--- config.mk ---
export PLATFORM = sky130hd
export DESIGN_NAME = bcharger_supervisor
export DESIGN_NICKNAME = d
export VERILOG_FILES = /design/src/rtl/bcharger_pkg.sv /design/src/rtl/bcharger_deb.sv /design/src/rtl/bcharger_supervisor.sv
export SDC_FILE = /design/constraint.sdc
export NUM_CORES = 1
export LEC_CHECK = 0
export BUFFER_PORTS_ARGS = -buffer_cell sky130_fd_sc_hd__buf_4
export CORE_MARGIN = 2
export CORE_UTILIZATION = 57
export DETAILED_ROUTE_END_ITERATION = 8
export PLACE_DENSITY = 0.89
export SYNTH_ARGS = -nofsm -noshare
export SYNTH_HDL_FRONTEND = slang
export SYNTH_HIERARCHICAL = 1
export SYNTH_SLANG_ARGS = --single-unit
--- constraint.sdc ---
create_clock -name clk -period 2.4 [get_ports clk]
set_input_delay 0.72 -clock clk [delete_from_list [all_inputs] [get_ports clk]]
set_output_delay 0.72 -clock clk [all_outputs]
set_load 0.05 [all_outputs]
--- src/rtl/bcharger_pkg.sv ---
// Shared types and constants for the bcharger phase FSM and its supervisor.
package bcharger_pkg;

    typedef enum logic [1:0] {OFF, START, RUN, FAULT} sup_state_t;

    typedef enum logic [1:0] {F_NONE, F_TMO, F_TEMP, F_PHASE} fault_code_t;

    // Bit positions of the phase outputs when packed as {done, vconst, fast, trkl}
    localparam int PH_TRKL   = 0;
    localparam int PH_FAST   = 1;
    localparam int PH_VCONST = 2;
    localparam int PH_DONE   = 3;
    localparam int PH_N      = 4;

    function automatic logic is_onehot4(input logic [PH_N-1:0] v);
        return (v != '0) && ((v & (v - 4'd1)) == '0);
    endfunction

endpackage

--- src/rtl/bcharger_deb.sv ---
// Single-input comparator debouncer: output follows raw only after DEB_LEN
// consecutive differing samples; clr forces output and counter to zero.
module bcharger_deb #(
    parameter int DEB_LEN = 4
) (
    input  logic clk,
    input  logic reset,
    input  logic clr,
    input  logic raw,
    output logic q
);

    localparam int CW = (DEB_LEN > 1) ? $clog2(DEB_LEN) : 1;
    localparam logic [CW-1:0] CNT_LAST = CW'(DEB_LEN - 1);

    logic [CW-1:0] cnt;

    always_ff @(posedge clk) begin
        if (reset || clr) begin
            cnt <= '0;
            q   <= 1'b0;
        end else if (raw == q) begin
            cnt <= '0;
        end else if (cnt == CNT_LAST) begin
            q   <= raw;
            cnt <= '0;
        end else begin
            cnt <= cnt + 1'b1;
        end
    end

endmodule

--- src/rtl/bcharger_supervisor.sv ---
// Supervisor for the bcharger phase FSM: debounces comparators, gates the
// charger via reset/enable, runs a per-phase safety timer and latches faults.
module bcharger_supervisor
    import bcharger_pkg::*;
#(
    parameter int DEB_LEN  = 4,
    parameter int TW       = 16,
    parameter int TRKL_TMO = 1000,
    parameter int FAST_TMO = 10000,
    parameter int CV_TMO   = 5000
) (
    input  logic       clk,
    input  logic       reset,
    input  logic       en,
    input  logic       temp_ok,
    input  logic       fault_clr,
    input  logic       cmp_vtrkl,
    input  logic       cmp_vterm,
    input  logic       cmp_iterm,
    input  logic       cmp_vrchrg,
    input  logic       ph_trkl,
    input  logic       ph_fast,
    input  logic       ph_vconst,
    input  logic       ph_done,
    output logic       vtrkl,
    output logic       vterm,
    output logic       iterm,
    output logic       vrchrg,
    output logic       chg_rst,
    output logic       chg_en,
    output logic       fault,
    output logic [1:0] fault_code,
    output sup_state_t dbg_state
);

    localparam longint TMAX = (64'd1 << TW) - 1;

    if ((TRKL_TMO > TMAX) || (FAST_TMO > TMAX) || (CV_TMO > TMAX)
        || (TRKL_TMO < 1) || (FAST_TMO < 1) || (CV_TMO < 1)) begin : g_tmo_check
        $error("bcharger_supervisor: timeout does not fit in TW-bit timer");
    end

    localparam logic [TW-1:0] TRKL_LIM = TW'(TRKL_TMO - 1);
    localparam logic [TW-1:0] FAST_LIM = TW'(FAST_TMO - 1);
    localparam logic [TW-1:0] CV_LIM   = TW'(CV_TMO - 1);

    sup_state_t      state, state_n;
    fault_code_t     code_q, code_n;
    logic [TW-1:0]   timer, timer_n, tmo_lim;
    logic [PH_N-1:0] ph_in, ph_q;
    logic            ph_chg, tmo_hit, deb_clr;

    assign ph_in  = {ph_done, ph_vconst, ph_fast, ph_trkl};
    assign ph_chg = (ph_in != ph_q);

    always_comb begin
        tmo_lim = '1;
        if (ph_in[PH_TRKL])        tmo_lim = TRKL_LIM;
        else if (ph_in[PH_FAST])   tmo_lim = FAST_LIM;
        else if (ph_in[PH_VCONST]) tmo_lim = CV_LIM;
    end

    assign tmo_hit = !ph_chg && !ph_in[PH_DONE] && (timer == tmo_lim);

    always_comb begin
        state_n = state;
        code_n  = code_q;
        timer_n = '0;
        unique case (state)
            OFF:   if (en && temp_ok) state_n = START;
            START: state_n = RUN;
            RUN: begin
                if (!temp_ok) begin
                    state_n = FAULT;
                    code_n  = F_TEMP;
                end else if (!is_onehot4(ph_in)) begin
                    state_n = FAULT;
                    code_n  = F_PHASE;
                end else if (tmo_hit) begin
                    state_n = FAULT;
                    code_n  = F_TMO;
                end else if (!en) begin
                    state_n = OFF;
                end
            end
            FAULT: begin
                if (fault_clr) begin
                    state_n = OFF;
                    code_n  = F_NONE;
                end
            end
            default: state_n = OFF;
        endcase
        // Done phase saturates instead of wrapping so it can never alias a limit
        if (state == RUN && state_n == RUN) begin
            if (ph_chg)                                timer_n = '0;
            else if (ph_in[PH_DONE] && (timer == '1))  timer_n = timer;
            else                                       timer_n = timer + 1'b1;
        end
    end

    always_ff @(posedge clk) begin
        if (reset) begin
            state   <= OFF;
            code_q  <= F_NONE;
            timer   <= '0;
            ph_q    <= '0;
            chg_rst <= 1'b1;
            chg_en  <= 1'b0;
            fault   <= 1'b0;
        end else begin
            state   <= state_n;
            code_q  <= code_n;
            timer   <= timer_n;
            ph_q    <= ph_in;
            chg_rst <= (state_n != RUN);
            chg_en  <= (state_n == RUN);
            fault   <= (state_n == FAULT);
        end
    end

    assign fault_code = code_q;
    assign dbg_state  = state;

    // Clear on the leaving edge too, so qualified outputs drop together with chg_en
    assign deb_clr = (state != RUN) || (state_n != RUN);

    bcharger_deb #(.DEB_LEN(DEB_LEN)) u_deb_vtrkl (
        .clk(clk), .reset(reset), .clr(deb_clr), .raw(cmp_vtrkl), .q(vtrkl));
    bcharger_deb #(.DEB_LEN(DEB_LEN)) u_deb_vterm (
        .clk(clk), .reset(reset), .clr(deb_clr), .raw(cmp_vterm), .q(vterm));
    bcharger_deb #(.DEB_LEN(DEB_LEN)) u_deb_iterm (
        .clk(clk), .reset(reset), .clr(deb_clr), .raw(cmp_iterm), .q(iterm));
    bcharger_deb #(.DEB_LEN(DEB_LEN)) u_deb_vrchrg (
        .clk(clk), .reset(reset), .clr(deb_clr), .raw(cmp_vrchrg), .q(vrchrg));

endmodule

# Word-level counts from Yosys, hierarchy flattened
# Index checks and enable logic that the tools add are counted.
# word_totals
ff_bits	39
in_bits	13
out_inout_bits	11
# op_classes
addsub	6
n_eq_ne	20
mux	15
bitwise_logic	6
reduce_logical	24
# ops
cell	count
16-bit 2-to-1 mux	3
2-bit 2-to-1 mux	10
16-bit by 1-bit adder with 16-bit output, second input constant	1
16-bit equality test	1
16-bit equality test, second input constant	1
2-bit equality test, second input constant	8
3-bit OR reduction	5
2-bit by 1-bit adder with 2-bit output, second input constant	4
2-bit case mux with 4 select lines	1
2-bit AND reduction	4
1-bit logical AND	6
2-bit != test, second input constant	3
1-bit NOT	5
4-bit AND	1
1-bit equality test	4
4-bit logical NOT	1
4-bit != test	1
4-bit != test, second input constant	1
2-bit case mux with 2 select lines	1
4-bit nonzero test	1
4-bit by 1-bit subtractor with 4-bit output, second input constant	1
3-bit AND reduction	1
2-bit by 1-bit equality test with 1-bit output, second input constant	1
1-bit logical NOT	2
other kinds (3)	4

# Logic depth before layout (Yosys ltp)
# Gate-level depths: netlist (run 1).
# logic_depth
word_depth	13
mapped_depth	8
mapped_depth_nobuf	8

# Cells and area by module
# The synthesis (run 1) kept the hierarchy.
# by_module_without_submodules
mod	instances	cells_per_inst	area_per_inst_um2
bcharger_supervisor	1	171	1448.9
bcharger_deb	4	10	122.6

# Least setup slack after synthesis (run 1)
# OpenSTA, ideal clock, no wires.
# synth_path
path_type	input port to flip-flop
start	in ph_trkl
end	reg u_deb_iterm.cnt[1]
arrival_ns	2.125
t_required_ns	2.313
path_slack_ns	0.187
cell_stages	8
n_path_buf	1
path_cell_list	buf_6 -> nor3_1 -> mux2i_1 -> nor3_1 -> nand4_1 -> nand3_1 -> or2_1 -> nor4b_2
# synth_between
elab_chain_cells	12
# synth_rtl
item	line_no	rtl
start, declared	bcharger_supervisor.sv:21	input logic ph_trkl,
branches (longest 5 deep; another with 4-bit by 1-bit subtractor with 4-bit output)	-	
2-bit 2-to-1 mux *	bcharger_supervisor.sv:76	end else if (!is_onehot4(ph_in)) begin
2-bit 2-to-1 mux *	bcharger_supervisor.sv:73	if (!temp_ok) begin
2-bit case mux with 4 select lines *	bcharger_supervisor.sv:69	unique case (state)
2-bit != test *	bcharger_supervisor.sv:126	assign deb_clr = (state != RUN) || (state_n != RUN);
1-bit logical OR *	bcharger_supervisor.sv:126	
net deb_clr	bcharger_supervisor.sv:51	logic ph_chg, tmo_hit, deb_clr;
1-bit logical OR *	bcharger_deb.sv:19	if (reset || clr) begin
3-bit OR reduction (no line) *	-	
end signal, assigned	bcharger_deb.sv:28	cnt <= cnt + 1'b1;
end, declared	bcharger_deb.sv:16	logic [CW-1:0] cnt;
# Mark *: on every way through the listed nets, which the timed path passes.
# A chain may end at the register's enable or synchronous reset.

# Worst setup path after layout (run 1)
# layout_path
start	in ph_trkl
end	reg u_deb_vterm.cnt[1]
# layout_between
elab_chain_cells	12
# layout_rtl
item	line_no
branches (longest 5 deep; another with 4-bit by 1-bit subtractor with 4-bit output)	-
2-bit 2-to-1 mux *	bcharger_supervisor.sv:76
2-bit 2-to-1 mux *	bcharger_supervisor.sv:73
2-bit case mux with 4 select lines *	bcharger_supervisor.sv:69
2-bit != test *	bcharger_supervisor.sv:126
1-bit logical OR *	bcharger_supervisor.sv:126
net deb_clr	bcharger_supervisor.sv:51
1-bit logical OR *	bcharger_deb.sv:19
3-bit OR reduction (no line) *	-
end signal, assigned	bcharger_deb.sv:28
end, declared	bcharger_deb.sv:16
# Marked as above.

==> results_dict.tcl, run 1 <==
set metrics [dict create \
    status "completed" \
    postCtsSetupBuffers 0 \
    whs_ns 0.442 \
    timing.final.ws_setup_ns 0.350 \
    routedWlPerCell_um 12.7 \
    final-setup-viol-count 0 \
    antenna_found_initial 0 \
    cp_max_fo 11 \
    syn_area_mm2 0.00194 \
    ir_drop_uv 400 \
    synth.distinct_cells 45 \
    power_density_mw_per_mm2 710 \
    synthFlopType "dfxtp_1" \
    cts-root-buf "clkbuf_4" \
    cts_resized 0 \
    clk_pin_slew_ns 0.12 \
    clock-sinks 39 \
    ys_ff_latch 39 \
    cts_made_buffers 5 \
    synth_area_leader_cell "dfxtp_1" \
    skew_ns 0.00698 \
    dieArea_mm2 0.00389 \
    synth_area_leaders "dfxtp_1, nor2_1, xor2_1" \
    critical_path_class "in -> reg" \
    tightest_slew_ns 0.434 \
    drt_first_pass_iters 4 \
    antennaDiodeCount 0 \
    place_congestion 0.818 \
    fmax_ghz 0.488 \
    final_nets 254 \
    hold_class "reg -> reg" \
    grt_overflow 0 \
    cap_violations 0 \
    start_util 0.586 \
    synth_edf_count 0 \
    post-route-drc-count 0 \
    syn_to_final_growth_pct 14.3 \
    grt_first_pass_wirelength_mm 6.26 \
    synthArstFlopShare 0 \
    yosys_warnings 6 \
    drt_first_iter_violations 89 \
    wirelength_mm 3.60 \
    grt_max_degree 17 \
    h-tree-depth 2 \
    dieWidth_um 62.3 \
    cts_hold_buffers 0 \
    ant_nets 0 \
    cp.required_ns 2.67 \
    min_period_ns 2.05 \
    die_h_um 62.3 \
    fin_crit_sh 0.854 \
    syn_nets 229 \
    start_kind "input pin" \
    dp_slack_ns -0.0136 \
    p_leak_nw 0.820 \
    relSlewSlack 0.710 \
    synth_top_area_frac 0.403 \
    syn_inst 211 \
    cts_tree "built" \
    worstPathArrival_ns 2.32 \
    drv_slew 0 \
    avgSynthCellArea_um2 9.19 \
    rsz0062_at_grt "no" \
    seq_area_frac_synth 0.403 \
    vias 1577 \
    hpwl_mm 2.70 \
    core_region_area_mm2 0.00331 \
    final_hold_viol_count 0 \
    clockBufferDepth 2 \
    grt_pass1_vias 1472 \
    tns_ns 0 \
    drive_above_1_share 0.190 \
    rows 21 \
    vias_per_cell 5.57 \
    io_pins 24 \
    grt_use_total 0.200 \
    worstSkewPairLatency_ns 0.35 \
    cp-end-kind "register" \
    ff2ff_setup_slack_ns 0.39 \
    portBuffers 23 \
]
==> synthesized netlist by cell type (5+ instances only) <==
cell type	count
dfxtp_1	39
nor3_1	6
xnor2_1	6
nand3_1	16
nor2b_1	5
nor2_1	25
xor2_1	10
o21ai_0	6
nor4_1	5
mux2i_1	5
nand2_1	14
and3_1	9
ha_1	5
==> sequential cells by signal, summed over array words and instances (netlist names) <==
register,count
u_deb_vrchrg/cnt,2
chg_en,1
u_deb_vtrkl/q,1
u_deb_vtrkl/cnt,2
u_deb_vrchrg/q,1
ph_q,4
u_deb_iterm/cnt,2
chg_rst,1
u_deb_vterm/q,1
dbg_state,2
fault,1
u_deb_iterm/q,1
u_deb_vterm/cnt,2
fault_code,2
timer,16
==> worst paths after layout <==
path                            cells after the start                 end          startpoint
worst min-delay path                                1  u_deb_iterm/cnt[0]  u_deb_iterm/cnt[0]
worst min register to register                      1  u_deb_iterm/cnt[0]  u_deb_iterm/cnt[0]
worst max-delay path                                8  u_deb_vterm/cnt[1]             ph_trkl
worst max register to register                      7              chg_en            timer[0]
==> cell usage in the layout, fill, tap and decap left out, types with 2 or more instances in the layout <==
cell,n
dfxtp_1,39
mux2i_1,5
nand2_1,14
a31oi_1,4
nor4b_1,2
nand3_1,16
and2_1,2
a21oi_1,4
clkbuf_4,5
buf_4,25
nor2b_1,5
or2_1,4
nor4_1,5
nor2_1,25
nand4_1,4
inv_1,2
a22oi_1,2
and4_1,4
xnor2_1,6
o21ai_0,6
nor4b_2,4
ha_1,5
a211oi_1,4
xor2_1,10
and3_1,9
nor3_1,6
==> per-layer routing <==
metal | wire, um | track usage
met5 | 0 | 0
met2 | 1740 | 0.337
met1 | 1630 | 0.243
met3 | 160 | 0.0543
met4 | 71 | 0.0833
==> worst max-delay path: stages <==
cell and delay [ns]:
buf_4 0.15, nor3_1 0.22, mux2i_1 0.29, nor3_1 0.10, nand4_1 0.15, nand3_1 0.16
or2_1 0.31, nor4b_2 0.21
==> per-stage QoR <==
| step | util | power, mW | instance area [um2] | instances |
|---|---|---|---|---|
| after floorplan | - | 1.02 | 1940 | 211 |
| after global placement | 0.644 | 1.12 | 2130 | 275 |
| after detailed placement | 0.644 | 1.13 | 2130 | 275 |
| after CTS | 0.670 | 1.59 | 2220 | 283 |
| after global routing | 0.670 | 1.64 | 2220 | 283 |
| final | 0.670 | 1.58 | 2220 | 283 |
==> logic make-up (layout without fill, tap and decap cells) <==
| kind of cell | count (synthesis) | in the layout | share of synthesized area |
|---|---|---|---|
| flops | 39 | 39 | 0.403 |
| simple gates | 110 | 110 | 0.339 |
| buf+inv | 10 | 36 | 0.0335 |
| xor+xnor | 16 | 16 | 0.0723 |
| mux | 5 | 5 | 0.0258 |
| compound gates | 26 | 26 | 0.0942 |
| fa+ha+maj | 5 | 5 | 0.0323 |
==> area by class of cell <==
| class | count | area [um2] |
|---|---|---|
| Clock inverter | 2 | 35.0 |
| Clock buffer | 6 | 51.3 |
| Tap cell | 46 | 57.6 |
| Multi-Input combinational cell | 162 | 1090 |
| Inverter | 3 | 11.3 |
| Timing Repair Buffer | 25 | 188 |
| Fill cell | 294 | 1090 |
| Sequential cell | 39 | 781 |
==> where the power goes <==
part	internal (mW)	switching, mW	total, mW
registers	0.692	0.0353	0.727
clock network	0.246	0.216	0.462
logic	0.133	0.253	0.386
total	1.07	0.504	1.58
Note: power is estimated with default switching activity, not from simulation.
==> run 2: changes to the inputs <==
--- a/config.mk
+++ b/config.mk
@@ -10,6 +10,7 @@
 export CORE_UTILIZATION = 57
 export DETAILED_ROUTE_END_ITERATION = 8
 export PLACE_DENSITY = 0.89
+export RECOVER_POWER = 25
 export SYNTH_ARGS = -nofsm -noshare
 export SYNTH_HDL_FRONTEND = slang
 export SYNTH_HIERARCHICAL = 1
==> results_dict.tcl, run 2 (synthesized netlist as in run 1, its figures left out) <==
set metrics [dict create \
    status "completed" \
    dieWidth_um 62.3 \
    final_hold_viol_count 0 \
    fin_crit_sh 0.885 \
    place_congestion 0.818 \
    cts-root-buf "clkbuf_4" \
    cp_max_fo 9 \
    rsz0062_at_grt "no" \
    drt_first_iter_violations 81 \
    hpwl_mm 2.70 \
    ant_nets 0 \
    core_region_area_mm2 0.00331 \
    grt_overflow 0 \
    final_nets 254 \
    p_leak_nw 0.784 \
    top_regs "timer: 16 flops, ph_q: 4 flops" \
    vias_per_cell 5.56 \
    grt_pass1_vias 1472 \
    dieArea_mm2 0.00389 \
    cp-end-kind "register" \
    max_stage_delay_ns 0.33 \
    layout_common_cells "dfxtp_1, nor2_1, nand3_1, buf_4, nand2_1" \
    cp_num_cells 8 \
    clock-sinks 39 \
    grt_use_total 0.200 \
    h-tree-depth 2 \
    path_cells "clkbuf_1 > nor4b_1 > a211oi_1 > nand2b_1 > nor2_1 > nand3_1 > or2_1 > nor4b_2" \
    worst-r2r-cell-count 7 \
    path_delay_family "simple AND/OR/NAND/NOR gates" \
    drive_above_1_share 0.152 \
    fmax_ghz 0.471 \
    worstSkewPairLatency_ns 0.35 \
    vias 1574 \
    skew_ns 0.00747 \
    layout_commonest_cell "dfxtp_1" \
    cts_resized 0 \
    postCtsSetupBuffers 0 \
    clk_pin_slew_ns 0.12 \
    antennaDiodeCount 0 \
    clockBufferDepth 2 \
    final-setup-viol-count 0 \
    hold_depth 1 \
    largest_reg_flops 16 \
    hold_class "reg -> reg" \
    critical_path_class "in -> reg" \
    die_h_um 62.3 \
    post-route-drc-count 0 \
    start_util 0.586 \
    path_buf_inv 1 \
    relSlewSlack 0.599 \
    crit_slowest_cell "nor4b_1" \
    power_mw 1.55 \
    regMostFlops "timer" \
    cts_made_buffers 5 \
    ir_drop_uv 398 \
    antenna_found_initial 0 \
    min_period_ns 2.12 \
    tightest_slew_ns 0.604 \
    cts_hold_buffers 0 \
    grt_max_degree 17 \
    portBuffers 23 \
    cp.required_ns 2.67 \
    io_pins 24 \
    cap_violations 0 \
    routedWlPerCell_um 12.8 \
    rows 21 \
    wirelength_mm 3.61 \
    dpl_cell_area_mm2 0.00213 \
    power_density_mw_per_mm2 711 \
    syn_to_final_growth_pct 12.6 \
    grt_first_pass_wirelength_mm 6.26 \
    cts_tree "built" \
    worstPathArrival_ns 2.39 \
    drt_first_pass_iters 4 \
    drv_slew 0 \
    tns_ns 0 \
    start_kind "input pin" \
    fin_area_mm2 0.00218 \
]
==> run 2: cell count changes in the layout (fill, tap and decap cells not counted) <==
cell      previous run  this run
buf_4               25        16
clkbuf_1             0         9
==> run 2: worst paths after layout <==
check / from / endpoint / slack (ns)
hold / removal: u_deb_iterm/cnt[0] / u_deb_iterm/cnt[0] / 0.44
hold reg to reg: u_deb_iterm/cnt[0] / u_deb_iterm/cnt[0] / 0.44
setup / recovery: ph_done / u_deb_vterm/cnt[1] / 0.28
setup reg to reg: timer[0] / chg_en / 0.39
==> run 2: metal layers <==
| layer | GRT usage | wire [um] | up-vias |
|---|---|---|---|
| met1 | 0.243 | 1670 | 716 |
| met4 | 0.0833 | 77 | 0 |
| li1 | - | - | 816 |
| met2 | 0.337 | 1720 | 32 |
| met3 | 0.0543 | 145 | 10 |
| met5 | 0 | 0 | - |
==> run 2: metrics by stage <==
stage           util  setup slack [ns]  cells  hold slack [ns]
6_report       0.659             0.277    283            0.442
5_1_grt        0.659            0.0847    283            0.471
4_1_cts        0.670             0.361    283            0.447
3_5_place_dp   0.644           -0.0136    275            0.430
3_3_place_gp   0.644            0.0346    275            0.420
2_1_floorplan      -             0.187    211            0.408
==> run 2: final cells by class <==
| cell class | count | area (um2) |
|---|---|---|
| fillers | 305 | 1130 |
| multi-input cells | 162 | 1090 |
| flip-flops and latches | 39 | 781 |
| repair buffers | 25 | 154 |
| well taps | 46 | 57.6 |
| clock buffers | 6 | 51.3 |
| clock inverters | 2 | 35.0 |
| inverters | 3 | 11.3 |
==> run 2: where the power goes <==
part	switching (mW)	total, mW	leakage, nW	internal (mW)
combinational	0.254	0.362	0.420	0.108
sequential	0.0350	0.727	0.317	0.692
clock	0.218	0.464	0.0482	0.246
total	0.506	1.55	0.784	1.05
==> run 3: changes to the inputs <==
--- a/config.mk
+++ b/config.mk
@@ -6,10 +6,12 @@
 export NUM_CORES = 1
 export LEC_CHECK = 0
 export BUFFER_PORTS_ARGS = -buffer_cell sky130_fd_sc_hd__buf_4
+export CELL_PAD_IN_SITES_DETAIL_PLACEMENT = 1
+export CELL_PAD_IN_SITES_GLOBAL_PLACEMENT = 1
 export CORE_MARGIN = 2
-export CORE_UTILIZATION = 57
+export CORE_UTILIZATION = 43
 export DETAILED_ROUTE_END_ITERATION = 8
-export PLACE_DENSITY = 0.89
+export PLACE_DENSITY = 0.87
 export RECOVER_POWER = 25
 export SYNTH_ARGS = -nofsm -noshare
 export SYNTH_HDL_FRONTEND = slang
==> results_dict.tcl, run 3 (synthesized netlist as in run 1, its figures left out) <==
set metrics [dict create \
    status "completed" \
    cp.required_ns 2.59 \
    relSlewSlack 0.594 \
    die_h_um 71.2 \
    power_density_mw_per_mm2 739 \
    postCtsSetupBuffers 0 \
    regMostFlops "timer" \
    crit_slowest_cell "or2_1" \
    final_nets 258 \
    io_pins 24 \
    grt_first_pass_wirelength_mm 7.67 \
    cp_max_fo 7 \
    h-tree-depth 2 \
    top_regs "timer: 16 flops, ph_q: 4 flops" \
    grt_overflow 0 \
    ir_drop_uv 298 \
    max_stage_delay_ns 0.30 \
    layout_common_cells "dfxtp_1, nor2_1, buf_4, nand3_1, nand2_1" \
    clockBufferDepth 2 \
    critical_path_class "in -> reg" \
    fin_crit_sh 0.928 \
    dieArea_mm2 0.00506 \
    timing.final.ws_setup_ns 0.174 \
    min_period_ns 2.23 \
    start_kind "input pin" \
    final_core_util 0.516 \
    start_util 0.445 \
    clk_pin_slew_ns 0.08 \
    cts_hold_buffers 0 \
    vias_per_cell 5.68 \
    dp_slack_ns -0.155 \
    drive_above_1_share 0.166 \
    routedWlPerCell_um 15.6 \
    cts_tree "built" \
    portBuffers 23 \
    cp-end-kind "register" \
    final_hold_viol_count 0 \
    rows 24 \
    instances_no_fill 293 \
    post-route-drc-count 0 \
    drv_slew 0 \
    clock-sinks 39 \
    grt_use_total 0.191 \
    fmax_ghz 0.449 \
    tns_ns 0 \
    dpl.cell_count 285 \
    drt_first_pass_iters 4 \
    tightest_slew_ns 0.612 \
    p_leak_nw 0.813 \
    antennaDiodeCount 0 \
    drt_first_iter_violations 34 \
    rsz0062_at_grt "no" \
    cap_violations 0 \
    final-setup-viol-count 0 \
    worstPathArrival_ns 2.41 \
    syn_to_final_growth_pct 15.9 \
    dieWidth_um 71.2 \
    cts-root-buf "clkbuf_8" \
    ant_nets 0 \
    place_congestion 0.780 \
    core_region_area_mm2 0.00435 \
    cts_resized 0 \
    wirelength_mm 4.57 \
    hpwl_mm 3.52 \
    layout_commonest_cell "dfxtp_1" \
    worstSkewPairLatency_ns 0.30 \
    vias 1663 \
    skew_ns 0.0109 \
    grt_max_degree 16 \
    antenna_found_initial 0 \
    hold_class "reg -> reg" \
    crit_top_cell "nor2_1" \
    cts_made_buffers 5 \
    path_cells "buf_4 > clkbuf_1 > nor2_1 > a211oi_1 > nand2b_1 > nor2_1 > nand3_1 > or2_1 > nor4_1" \
    grt_pass1_vias 1692 \
    largest_reg_flops 16 \
]
-- run 3: changes by cell type in the layout (fill, tap and decap cells not counted) --
cell and change:
buf_4 +4, clkinv_4 +1, clkbuf_4 -5, clkbuf_8 +4
-- run 3: where the power goes --
part	total [mW]	switching (mW)	internal [mW]
clock	0.550	0.241	0.309
combinational	0.382	0.272	0.110
sequential	0.730	0.0379	0.692
-- run 3: critical path, delay by kind of cell --
family / cells / cell delay, ns
buf+inv: 2 / 0.30
compound gates: 1 / 0.13
simple gates: 6 / 1.25
-- run 3: final timing paths --
kind / start / endpoint / slack (ns) / cells after the start
max: ph_trkl / u_deb_iterm/cnt[0] / 0.17 / 9
max reg2reg: timer[0] / timer[12] / 0.37 / 8
min reg2reg: u_deb_vtrkl/cnt[0] / u_deb_vtrkl/cnt[0] / 0.44 / 1
min: u_deb_vtrkl/cnt[0] / u_deb_vtrkl/cnt[0] / 0.44 / 1
-- run 3: per-stage QoR --
stage	hold slack (ns)	cell area [um2]	total power, mW
after global placement	0.423	2170	1.13
after CTS	0.442	2280	1.70
after global routing	0.467	2250	1.73
final	0.437	2250	1.66
after detailed placement	0.430	2170	1.15
after floorplan	0.408	1940	1.02
-- run 3: layout make-up --
| class | count | area (um2) |
|---|---|---|
| Clock inverter | 3 | 43.8 |
| Clock buffer | 5 | 68.8 |
| Timing Repair Buffer | 29 | 184 |
| Inverter | 3 | 11.3 |
| Tap cell | 52 | 65.1 |
| Multi-Input combinational cell | 162 | 1090 |
| Fill cell | 525 | 2110 |
| Sequential cell | 39 | 781 |
-- run 3: layer usage --
layer / global-route usage / share of wire / routed length [um]
met1: 0.223 / 0.46 / 2100
met2: 0.343 / 0.50 / 2270
met3: 0.0484 / 0.030 / 139
met4: 0.0566 / 0.012 / 57
met5: 0 / 0 / 0
